## src/rtl/hpio_tx_ctrl.sv

```systemverilog
`default_nettype none
// +------------------------------------------------------------------------+
// | hpio_tx_ctrl: HPIO_TX bring-up sequencer and transmit data scheduler.  |
// | Optional PRBS7 training/idle bytes with HPIO_TX_CTRL_PRBS_EN. Rev 1.0  |
// +------------------------------------------------------------------------+
module hpio_tx_ctrl #(
  parameter int unsigned RST_CYCLES     = 16,
  parameter int unsigned TIMEOUT_CYCLES = 65535,
  parameter int unsigned TRAIN_BEATS    = 256,
  parameter logic [7:0]  TRAIN_PATTERN  = 8'hAA,
  parameter logic [7:0]  IDLE_PATTERN   = 8'h00
) (
  input  logic       clk,
  input  logic       rst_n,
  input  logic       pll0_locked_i,
  input  logic       rst_seq_done_i,
  input  logic       dly_rdy_bsc3_i,
  input  logic       dly_rdy_bsc4_i,
  input  logic       vtc_rdy_bsc3_i,
  input  logic       vtc_rdy_bsc4_i,
  output logic       ip_rst_o,
  output logic       en_vtc_bsc3_o,
  output logic       en_vtc_bsc4_o,
  input  logic [7:0] s_data_i,
  input  logic       s_valid_i,
  output logic       s_ready_o,
  output logic [7:0] tx_data_o,
  output logic       link_up_o,
  output logic [2:0] state_o,
  output logic [3:0] retry_cnt_o,
  output logic       err_o
);

  typedef enum logic [2:0] {
    ST_RST       = 3'd0,
    ST_WAIT_LOCK = 3'd1,
    ST_WAIT_SEQ  = 3'd2,
    ST_WAIT_DLY  = 3'd3,
    ST_WAIT_VTC  = 3'd4,
    ST_TRAIN     = 3'd5,
    ST_RUN       = 3'd6
  } state_t;

  localparam logic [15:0] RST_LAST   = 16'(RST_CYCLES - 1);
  localparam logic [15:0] TO_LAST    = 16'(TIMEOUT_CYCLES - 1);
  localparam logic [15:0] TRAIN_LAST = 16'(TRAIN_BEATS - 1);

  logic [5:0]  meta_q, sync_q;
  state_t      state_q, state_d;
  logic [15:0] cnt_q, cnt_d;
  logic [3:0]  retry_q, retry_d;
  logic        err_q, err_d;
  logic        ip_rst_q, en_vtc_q, s_ready_q, link_up_q;
  logic [7:0]  tx_data_q, tx_data_d;
  logic        w_lock, w_seq, w_dly, w_vtc;
  logic        w_wait, w_lock_loss, w_timeout, w_accept;
  logic [7:0]  w_train_byte, w_idle_byte;

  always_ff @(posedge clk or negedge rst_n) begin
    if (!rst_n) begin
      meta_q <= '0;
      sync_q <= '0;
    end else begin
      meta_q <= {pll0_locked_i, rst_seq_done_i, dly_rdy_bsc3_i,
                 dly_rdy_bsc4_i, vtc_rdy_bsc3_i, vtc_rdy_bsc4_i};
      sync_q <= meta_q;
    end
  end

  assign w_lock      = sync_q[5];
  assign w_seq       = sync_q[4];
  assign w_dly       = &sync_q[3:2];
  assign w_vtc       = &sync_q[1:0];
  assign w_wait      = (state_q inside {ST_WAIT_LOCK, ST_WAIT_SEQ, ST_WAIT_DLY, ST_WAIT_VTC});
  assign w_lock_loss = !w_lock &&
                       (state_q inside {ST_WAIT_SEQ, ST_WAIT_DLY, ST_WAIT_VTC, ST_TRAIN, ST_RUN});
  assign w_timeout   = w_wait && (cnt_q == TO_LAST);
  assign w_accept    = s_ready_q && s_valid_i;

  // Lock loss outranks timeout, which outranks normal advance.
  always_comb begin
    state_d = state_q;
    retry_d = retry_q;
    err_d   = err_q;
    if (w_lock_loss) begin
      state_d = ST_RST;
    end else if (w_timeout) begin
      state_d = ST_RST;
      retry_d = (retry_q == 4'hF) ? retry_q : retry_q + 4'd1;
      err_d   = 1'b1;
    end else begin
      case (state_q)
        ST_RST:       if (cnt_q == RST_LAST)   state_d = ST_WAIT_LOCK;
        ST_WAIT_LOCK: if (w_lock)              state_d = ST_WAIT_SEQ;
        ST_WAIT_SEQ:  if (w_seq)               state_d = ST_WAIT_DLY;
        ST_WAIT_DLY:  if (w_dly)               state_d = ST_WAIT_VTC;
        ST_WAIT_VTC:  if (w_vtc)               state_d = ST_TRAIN;
        ST_TRAIN:     if (cnt_q == TRAIN_LAST) state_d = ST_RUN;
        ST_RUN:       state_d = ST_RUN;
        default:      state_d = ST_RST;
      endcase
    end
    cnt_d = (state_d != state_q) ? 16'd0 : cnt_q + 16'd1;
  end

  always_comb begin
    tx_data_d = 8'h00;
    if (state_d == ST_TRAIN) begin
      tx_data_d = w_train_byte;
    end else if (state_d == ST_RUN) begin
      tx_data_d = w_accept ? s_data_i : w_idle_byte;
    end
  end

`ifdef HPIO_TX_CTRL_PRBS_EN
  localparam logic [6:0] PRBS_SEED = 7'h7F;

  logic [6:0] lfsr_q, lfsr_d, w_prbs_src, w_prbs_next;
  logic [7:0] w_prbs_byte;

  // Eight steps of x^7+x^6+1; the first generated bit lands in the MSB.
  function automatic logic [14:0] prbs7_step8(input logic [6:0] seed);
    logic [6:0] r;
    logic [7:0] b;
    r = seed;
    b = 8'h00;
    for (int i = 0; i < 8; i++) begin
      b = {b[6:0], r[6] ^ r[5]};
      r = {r[5:0], r[6] ^ r[5]};
    end
    return {b, r};
  endfunction

  assign w_prbs_src = (state_d == ST_TRAIN && state_q != ST_TRAIN) ? PRBS_SEED : lfsr_q;
  assign {w_prbs_byte, w_prbs_next} = prbs7_step8(w_prbs_src);
  assign w_train_byte = w_prbs_byte;
  assign w_idle_byte  = w_prbs_byte;

  always_comb begin
    lfsr_d = lfsr_q;
    if (state_d == ST_TRAIN || (state_d == ST_RUN && !w_accept)) lfsr_d = w_prbs_next;
  end

  always_ff @(posedge clk or negedge rst_n) begin
    if (!rst_n) lfsr_q <= PRBS_SEED;
    else        lfsr_q <= lfsr_d;
  end
`else
  assign w_train_byte = TRAIN_PATTERN;
  assign w_idle_byte  = IDLE_PATTERN;
`endif

  always_ff @(posedge clk or negedge rst_n) begin
    if (!rst_n) begin
      state_q   <= ST_RST;
      cnt_q     <= '0;
      retry_q   <= '0;
      err_q     <= 1'b0;
      ip_rst_q  <= 1'b1;
      en_vtc_q  <= 1'b0;
      s_ready_q <= 1'b0;
      link_up_q <= 1'b0;
      tx_data_q <= 8'h00;
    end else begin
      state_q   <= state_d;
      cnt_q     <= cnt_d;
      retry_q   <= retry_d;
      err_q     <= err_d;
      ip_rst_q  <= (state_d == ST_RST);
      en_vtc_q  <= (state_d inside {ST_WAIT_VTC, ST_TRAIN, ST_RUN});
      s_ready_q <= (state_d == ST_RUN);
      link_up_q <= (state_d == ST_RUN);
      tx_data_q <= tx_data_d;
    end
  end

  assign ip_rst_o      = ip_rst_q;
  assign en_vtc_bsc3_o = en_vtc_q;
  assign en_vtc_bsc4_o = en_vtc_q;
  assign s_ready_o     = s_ready_q;
  assign tx_data_o     = tx_data_q;
  assign link_up_o     = link_up_q;
  assign state_o       = state_q;
  assign retry_cnt_o   = retry_q;
  assign err_o         = err_q;

endmodule
`default_nettype wire

```

## config.mk

```make
export PLATFORM = sky130hd
export DESIGN_NAME = hpio_tx_ctrl
export DESIGN_NICKNAME = d
export VERILOG_FILES = /design/src/rtl/hpio_tx_ctrl.sv
export SDC_FILE = /design/constraint.sdc
export NUM_CORES = 1
export LEC_CHECK = 0
export CAP_MARGIN = 40
export CORE_MARGIN = 2
export CORE_UTILIZATION = 55
export CTS_CLUSTER_SIZE = 16
export DETAILED_ROUTE_END_ITERATION = 8
export HOLD_SLACK_MARGIN = 0.03
export PLACE_DENSITY = 0.9
export RECOVER_POWER = 100
export SETUP_SLACK_MARGIN = 0.15
export SYNTH_ARGS = -nofsm -noshare
export SYNTH_HDL_FRONTEND = slang
export SYNTH_SLANG_ARGS = --single-unit
```

## constraint.sdc

```tcl
create_clock -name clk -period 3.7 [get_ports clk]
set_input_delay 0.37 -clock clk [delete_from_list [all_inputs] [get_ports clk]]
set_output_delay 0.37 -clock clk [all_outputs]
set_load 0.05 [all_outputs]
```

After elaboration in Yosys (flattened, before gate mapping)
Index checks and enable logic that the tools add are counted.
{ "word_totals": {"ff_bits": 47, "input_bits": 17, "output_inout_bits": 21, "word_cells": 54} }
{ "classes": {"addsub": 2, "eq_ne": 14, "n_mux": 13, "bitwise": 2, "reduce_logical": 13} }
{ "ops": {"columns": ["operator", "count"], "rows": [
  ["2-to-1 mux 3 bit", 8],
  ["2-to-1 mux 8 bit", 3],
  ["case mux 3 bit (7 select lines)", 1],
  ["== test 3 bit, second input constant", 6],
  ["adder 16 x 1 -> 16 bit, second input constant", 1],
  ["== test 16 bit, second input constant", 1],
  ["== test 16 x 4 -> 1 bit, second input constant", 1],
  ["== test 16 x 8 -> 1 bit, second input constant", 1],
  ["2-to-1 mux 16 bit", 1],
  ["== test 3 x 2 -> 1 bit, second input constant", 2],
  ["logical NOT 3 bit", 2],
  ["AND reduction 2 bit", 3],
  ["nonzero test 5 bit", 1],
  ["adder 4 x 1 -> 4 bit, second input constant", 1],
  ["== test 4 bit, second input constant", 1],
  ["nonzero test 4 bit", 1],
  ["== test 3 x 1 -> 1 bit, second input constant", 1],
  ["logical AND 1 bit", 3],
  ["inequality test 3 bit", 1],
  ["AND reduction 3 bit", 1],
  ["nonzero test 3 bit", 1],
  ["inverter 1 bit", 2],
  ["logical NOT 1 bit", 1]
]} }

Logic depth before layout (Yosys ltp)
Gate-level depths: netlist (run 1).
{ "depth": {"ltp_word": 8, "mapped_depth": 8, "depth_no_buf": 7} }

Least setup slack after synthesis (run 1)
OpenSTA, ideal clock, no wires.
{ "synth_timing": {"path_type": "flip-flop to flip-flop", "from": "reg state_q[2] (netlist: state_o[2])", "to": "reg cnt_q[10]", "setup_ns": 0.111, "t_arrival_ns": 2.250, "required_ns": 3.589, "setup_slack_ns": 1.339, "stages_incl_launch_ff": 8, "path_buffers": 2, "synth_period_minus_slack_ns": 2.361, "path_cell_list": "dfrtp_1 > clkbuf_2 > inv_1 > xnor2_1 > o21ai_4 > a211o_1 > buf_4 > a2111oi_2"} }
{ "synth_via": {"elab_chain_cells": 7, "elab_cells_between_ends": 22, "classes_between": "eq/ne (7); mux (10); reduce/logical (5)"} }
{ "synth_lines": {"columns": ["element", "line", "source"], "rows": [
  ["start, declared", "49", "state_t state_q, state_d;"],
  ["start signal, assigned", "165", "state_q <= state_d;"],
  ["== test 3 x 1 -> 1 bit, or another cell as far along", "74, 92", null],
  ["nonzero test 4 bit", "74", "assign w_wait = (state_q inside {ST_WAIT_LOCK, ST_WAIT_SEQ, ST_WAIT_DLY, ST_WAIT_VTC});"],
  ["logical AND 1 bit", "77", "assign w_timeout = w_wait && (cnt_q == TO_LAST);"],
  ["2-to-1 mux 3 bit", "87", "end else if (w_timeout) begin"],
  ["2-to-1 mux 3 bit", "85", "if (w_lock_loss) begin"],
  ["inequality test 3 bit (*)", "103", "cnt_d = (state_d != state_q) ? 16'd0 : cnt_q + 16'd1;"],
  ["2-to-1 mux 16 bit (*)", "103", null],
  ["named net cnt_d[10]", "50", "logic [15:0] cnt_q, cnt_d;"],
  ["end signal, assigned", "166", "cnt_q <= cnt_d;"],
  ["end, declared", "50", null]
]} }
Mark *: on every way through the listed nets, which the timed path passes. The rest lies on a longest branch.
A chain may end at the register's enable or synchronous reset.

Worst setup path after layout (run 1)
{ "layout_timing": {"from": "reg cnt_q[0]", "to": "reg cnt_q[12]"} }
{ "layout_via": {"elab_chain_cells": 7, "elab_cells_between_ends": 12, "classes_between": "add/sub (1); eq/ne (4); mux (6); reduce/logical (1)"} }
{ "layout_lines": {"columns": ["element", "line", "source"], "rows": [
  ["== test 16 x 8 -> 1 bit / == test 16 x 4 -> 1 bit (equally long branches)", "98, 93", null],
  ["2-to-1 mux 3 bit, on equally long branches", "98, 93", null],
  ["case mux 3 bit (7 select lines)", "92", "case (state_q)"],
  ["2-to-1 mux 3 bit", "87", null],
  ["2-to-1 mux 3 bit", "85", null],
  ["inequality test 3 bit", "103", null],
  ["2-to-1 mux 16 bit (*)", "103", null],
  ["named net cnt_d[12]", "50", null]
]} }
Marked as above.

==> impl_metrics.toml, run 1 <==
[yosys]
postSynthCellCount = 188
synth.avg_cell_area_um2 = 11.9
synth_nets = 208
synth-main-ff-cell = "dfrtp_1"
syn-cell-area_um2 = 2240
yosysSeqAreaShare_pct = 52.5
ys_types = 49
synth_warnings = 0
ys_seq_elements = 47
async_reset_ff_share_pct = 100
synth-edff-count = 0

[job]
cap_viol_max_count = 0

[cells_and_area]
nFillCells = 303
fin_util_pct = 66.9
layout-drive-gt1-share_pct = 8.85
layout_commonest_cell = "dfrtp_1"
syn2layout_area_growth_pct = 18.5
final_nets = 245
seqCellArea_um2 = 1180
final_cell_mix = "46 x dfrtp_1, 27 x dlygate4sd3_1, 15 x a2111oi_0, 13 x nor2_1"
multiInputGateArea_um2 = 898
antenna_cells = 0
finalNonFillerCells = 276

[detailed_routing]
drtIter0Drc = 75
wl_per_cell_um = 16.3
dr.pass1.iters = 4
ant_nets = 0
vias = 1657
wirelength_um = 4490
drcViolationCount = 0
vias_per_cell = 6.00

[pwr]
p_leak_nw = 1.18
power_density_nw_per_um2 = 587
peakVddDrop_mv = 0.427

[setup_path]
critical_path_peak_fanout = 16
cp-start-kind = "flip-flop"
timing.rr.end = "cnt_q[12]$_DFF_PN0_"
reg2reg_depth = 7
crit_path_end_kind = "flip-flop"
rrSetupSlack_ns = 0.80
regToRegStartpoint = "cnt_q[0]$_DFF_PN0_"
path_class = "flip-flop to flip-flop"
crit_required_ns = 3.84
worstPathArrival_ns = 3.03

[clocking]
ctsResizeCount = 0
cts_htree_levels = 2
cts_tree = "built"
clockRootBuffer = "clkbuf_8"
insertion_delay_ns = 0.31
ctsHoldBuffers = 0
cts_made_buffers = 5
clkTransAtPathRegs_ns = 0.09
postCtsSetupBuffers = 0
cts_sinks = 47
cts_buffer_depth = 2

[grt]
overflow = 0
grt_usage_pct = 21.5
grt_max_degree = 26
grt_pass1_vias = 1508
grt_first_pass_wirelength_um = 7260
grt_antenna_before_repair = 0

[floorplan]
core-area_um2 = 3970
std_cell_rows = 23
die_w_um = 67.8
die_area_um2 = 4600
start_util_pct = 56.4
die_h_um = 67.8
pin_count = 38

[placed_design]
globalplace.congestion = 0.821
io_buffers = 37
dp_cells = 268
hpwl_um = 3150

[timing]
tightestPinTransition_ns = 1.37
fin_crit_sh_pct = 78.3
rsz0062_at_grt = "false"
finalCriticalPeriod_ns = 2.90
relSlewSlack_pct = 8.36
finalHoldViolations = 0
finalSetupTns_ns = 0
slew_violations = 0
hold_slack_ns = 0.255
skew_ns = 0.00523
setup-violations-final = 0
fmax_ghz = 0.345

[run_status]
status = "finished clean"

[hold_path]
min_path_type = "primary input to asynchronous set/reset pin"
[cells by family (layout without fill, tap and decap cells)]
family	after synthesis	in the layout	synth area share, %
and+or+nand+nor	62	62	15.7
AOI/OAI and AO/OA	42	42	18.7
muxes	3	3	1.51
xor gates and xnor gates	16	16	6.25
adders and majority gates	3	3	1.68
DFF	47	47	52.5
buffers and inverters	15	53	3.57
[synth_stat cells, types with 4 or more instances]
cell	n	area, um2
nor4_1	4	25.0
nand2_1	9	33.8
nor3_1	4	20.0
dfrtp_1	46	1150
nand3_1	9	45.0
buf_4	4	30.0
a2111oi_2	8	120
nor2_1	13	48.8
and2_1	5	31.3
xor2_1	8	70.1
nand4_1	6	37.5
inv_1	5	18.8
xnor2_1	8	70.1
a2111oi_0	6	52.6
a21o_1	4	30.0
[final cells by class]
cell class / instances / area share, %
inverter: 5 / 0.707
clock buffer: 5 / 2.59
tap: 50 / 2.36
timing repair buffer: 40 / 14.4
clock inverter: 3 / 1.79
multi-input combinational: 126 / 33.8
sequential: 47 / 44.3
[stage by stage]
step / power (mW) / setup WS [ns] / cell area [um2]
after floorplan: 1.10 / 1.34 / 2240
after global placement: 1.22 / 1.24 / 2620
after detailed placement: 1.25 / 1.11 / 2650
after CTS: 1.63 / 1.10 / 2770
after global routing: 1.65 / 0.728 / 2660
final: 1.56 / 0.803 / 2660
[critical path, cell delays in order (launching register included)]
cell       delay [ns]
dfrtp_1          0.44
inv_1            0.08
ha_1             0.14
nand3_1          0.07
or4_1            0.64
o21ai_4          0.30
o2bb2ai_1        0.38
a2111oi_0        0.68
[flip-flops by register name, indices dropped and copies added (netlist names)]
signal / cells
en_vtc_bsc3_o: 1
ip_rst_o: 1
sync_q: 6
retry_cnt_o: 4
tx_data_o: 8
meta_q: 6
err_o: 1
state_o: 3
link_up_o: 1
cnt_q: 16
[per-layer routing]
| metal | vias to the layer above | part of all wire, % | global-route usage (%) | wire length [um] |
|---|---|---|---|---|
| met5 | - | 0 | 0 | 0 |
| met4 | 0 | 1.5 | 7.25 | 67 |
| met3 | 8 | 4.3 | 6.25 | 194 |
| met2 | 55 | 50 | 34.3 | 2240 |
| met1 | 812 | 44 | 28.4 | 1990 |
| li1 | 782 | - | - | - |
[power breakdown]
| group | switching [mW] | leakage [nW] | internal [mW] |
|---|---|---|---|
| sequential | 0.0804 | 0.619 | 0.569 |
| clock | 0.178 | 0.0587 | 0.205 |
| combinational | 0.353 | 0.507 | 0.173 |
[worst max-delay path by stage]
stage / startpoint / endpoint / slack [ns] / cells after the start
after global routing: cnt_q[0]$_DFF_PN0_ / cnt_q[12]$_DFF_PN0_ / 0.73 / 7
after global placement: cnt_q[0]$_DFF_PN0_ / cnt_q[3]$_DFF_PN0_ / 1.24 / 7
after CTS: cnt_q[0]$_DFF_PN0_ / cnt_q[1]$_DFF_PN0_ / 1.10 / 7
after detailed placement: cnt_q[0]$_DFF_PN0_ / cnt_q[15]$_DFF_PN0_ / 1.11 / 7
final: cnt_q[0]$_DFF_PN0_ / cnt_q[12]$_DFF_PN0_ / 0.80 / 7
after floorplan: state_o[2]$_DFF_PN0_ / cnt_q[10]$_DFF_PN0_ / 1.34 / 7
(Power assumes the default switching activity.)
==> run 2: changes to the inputs <==
--- a/config.mk
+++ b/config.mk
@@ -7,11 +7,11 @@
 export LEC_CHECK = 0
 export CAP_MARGIN = 40
 export CORE_MARGIN = 2
-export CORE_UTILIZATION = 55
+export CORE_UTILIZATION = 47
 export CTS_CLUSTER_SIZE = 16
 export DETAILED_ROUTE_END_ITERATION = 8
 export HOLD_SLACK_MARGIN = 0.03
-export PLACE_DENSITY = 0.9
+export PLACE_DENSITY = 0.83
 export RECOVER_POWER = 100
 export SETUP_SLACK_MARGIN = 0.15
 export SYNTH_ARGS = -nofsm -noshare
==> constraint.sdc (replaced) <==
create_clock -name clk -period 2.35 [get_ports clk]
set_input_delay 0.235 -clock clk [delete_from_list [all_inputs] [get_ports clk]]
set_output_delay 0.235 -clock clk [all_outputs]
set_load 0.05 [all_outputs]
==> impl_metrics.toml, run 2 (synthesis gave the netlist of run 1 again) <==
[run_status]
status = "finished clean"

[timing]
fmax_ghz = 0.436
finalSetupTns_ns = 0
fin_crit_sh_pct = 97.7
slew_violations = 0
finalCriticalPeriod_ns = 2.30
tightestPinTransition_ns = 1.46
relSlewSlack_pct = 2.71
layout_setup_ws_ns = 0.0547
rsz0062_at_grt = "false"
skew_ns = 0.00566
setup-violations-final = 0
finalHoldViolations = 0

[setup_path]
crit_path_end_kind = "flip-flop"
timing.rr.end = "cnt_q[14]$_DFF_PN0_"
worstPathArrival_ns = 2.46
worstSetupPathDepth = 7
rrSetupSlack_ns = 0.05
critical_path_buf_inv_count = 2
critPathCapture = "cnt_q[14]$_DFF_PN0_"
regToRegStartpoint = "state_o[1]$_DFF_PN0_"
crit_required_ns = 2.51
path_class = "flip-flop to flip-flop"
crit_family = "compound AO/OA/AOI/OAI gates"
max_stage_delay_ns = 0.50
path_cells = "a21boi_0 -> o22a_1 -> o21ai_4 -> buf_4 -> a211o_4 -> clkbuf_16 -> a2111oi_2"
reg2reg_depth = 7
critical_path_peak_fanout = 11
cp-start-kind = "flip-flop"
crit_slowest_cell = "dfrtp_2"
setup.worst_path.start = "state_o[1]$_DFF_PN0_"

[cells_and_area]
largest_register_ffs = 16
final_nets = 266
layout_commonest_cell = "dfrtp_1"
nFillCells = 332
final_cell_mix = "36 x dfrtp_1, 28 x dlygate4sd3_1, 17 x buf_4, 11 x nor2_1, 10 x dfrtp_2"
top_register = "cnt_q"
layout-drive-gt1-share_pct = 30.4
antenna_cells = 0
syn2layout_area_growth_pct = 38.0

[hold_path]
min_path_type = "flip-flop to flip-flop"

[floorplan]
core-area_um2 = 4660
start_util_pct = 48.1
die_h_um = 73.1
die_w_um = 73.1
die_area_um2 = 5340
std_cell_rows = 25
pin_count = 38

[detailed_routing]
drtIter0Drc = 115
ant_nets = 0
drcViolationCount = 0
wl_per_cell_um = 19.2
vias_per_cell = 6.16
wirelength_um = 5770
vias = 1853
dr.pass1.iters = 4

[grt]
grt_max_degree = 29
grt_antenna_before_repair = 0
grt_usage_pct = 19.7
grt_pass1_vias = 1687
overflow = 0
grt_first_pass_wirelength_um = 8170

[pwr]
total_power_mw = 2.94
p_sw_mw = 1.17
p_clk_share_pct = 21.1
power_density_nw_per_um2 = 951
p_int_mw = 1.77
p_leak_nw = 1.33
power_frac_seq_pct = 34.7
sw_frac_of_total_pct = 39.8
p_comb_share_pct = 44.2
peakVddDrop_mv = 0.439

[clocking]
cts_made_buffers = 5
clockRootBuffer = "clkbuf_8"
clkTransAtPathRegs_ns = 0.09
cts_sinks = 47
cts_tree = "built"
cts_htree_levels = 2
cts_buffer_depth = 2
insertion_delay_ns = 0.30

[placed_design]
post-place-ws_ns = 0.0645
io_buffers = 37
hpwl_um = 3350
globalplace.congestion = 0.820

[job]
cap_viol_max_count = 0
## run 2: cell type report
class | instances | area (um2) | share of cell area [%]
inverter | 5 | 18.8 | 0.607
tap | 54 | 67.6 | 2.19
multi-input combinational | 126 | 1110 | 35.8
sequential | 47 | 1190 | 38.5
clock buffer | 6 | 82.6 | 2.67
clock inverter | 2 | 38.8 | 1.25
timing repair buffer | 61 | 587 | 19.0
## run 2: repair_timing
item / 4_1_cts / 5_1_grt
pin swaps: 0 / 4
gates cloned: 0 / 2
resized for setup: 9 / 34
setup endpoints to repair: 10 / 24
setup buffers: 2 / 9
hold buffers: 1 / 0
hold endpoints to repair: 26 / 0
## run 2: layer usage
metal,GRT usage (%),wire (um),vias to the layer above
li1,-,-,817
met1,26.2,2230,936
met2,32.3,3110,81
met3,4.42,249,19
met4,5.56,185,0
met5,0,0,-
## run 2: worst reg2reg max path: cells and delay by family, from the launching register on
family                 cells  cell delay [ns]
buffers and inverters      2             0.36
flip-flops                 1             0.50
AO/OA/AOI/OAI              5             1.30
## run 2: how the worst min path moves through the flow
stage                              startpoint                      to  slack (ns)  depth (start not counted)
final                     meta_q[3]$_DFF_PN0_     sync_q[3]$_DFF_PN0_        0.35                          0
after global routing      meta_q[3]$_DFF_PN0_     sync_q[3]$_DFF_PN0_        0.36                          0
after CTS                 meta_q[3]$_DFF_PN0_     sync_q[3]$_DFF_PN0_        0.35                          0
after detailed placement                rst_n  tx_data_o[2]$_DFF_PN0_        0.28                          1
after global placement                  rst_n  tx_data_o[2]$_DFF_PN0_        0.27                          1
after floorplan                         rst_n      cnt_q[0]$_DFF_PN0_       -0.06                          0
## run 2: power by group through the flow
stage                     clock (mW)  combinational [mW]  sequential, mW
after floorplan                    0               0.603            1.14
after global placement             0               0.993            1.02
after CTS                      0.634                1.06            1.01
final                          0.620                1.30            1.02
after global routing           0.668                1.38            1.03
after detailed placement           0                1.02            1.03
## run 2: per-stage QoR
step	hold slack, ns	cells	area (um2)	utilization [%]
floorplan	-0.0606	188	2250	-
finish	0.346	301	3090	66.3
detailed placement	0.277	279	2710	58.2
global placement	0.275	279	2710	58.2
global route	0.356	301	3090	66.3
CTS	0.352	290	2910	62.4
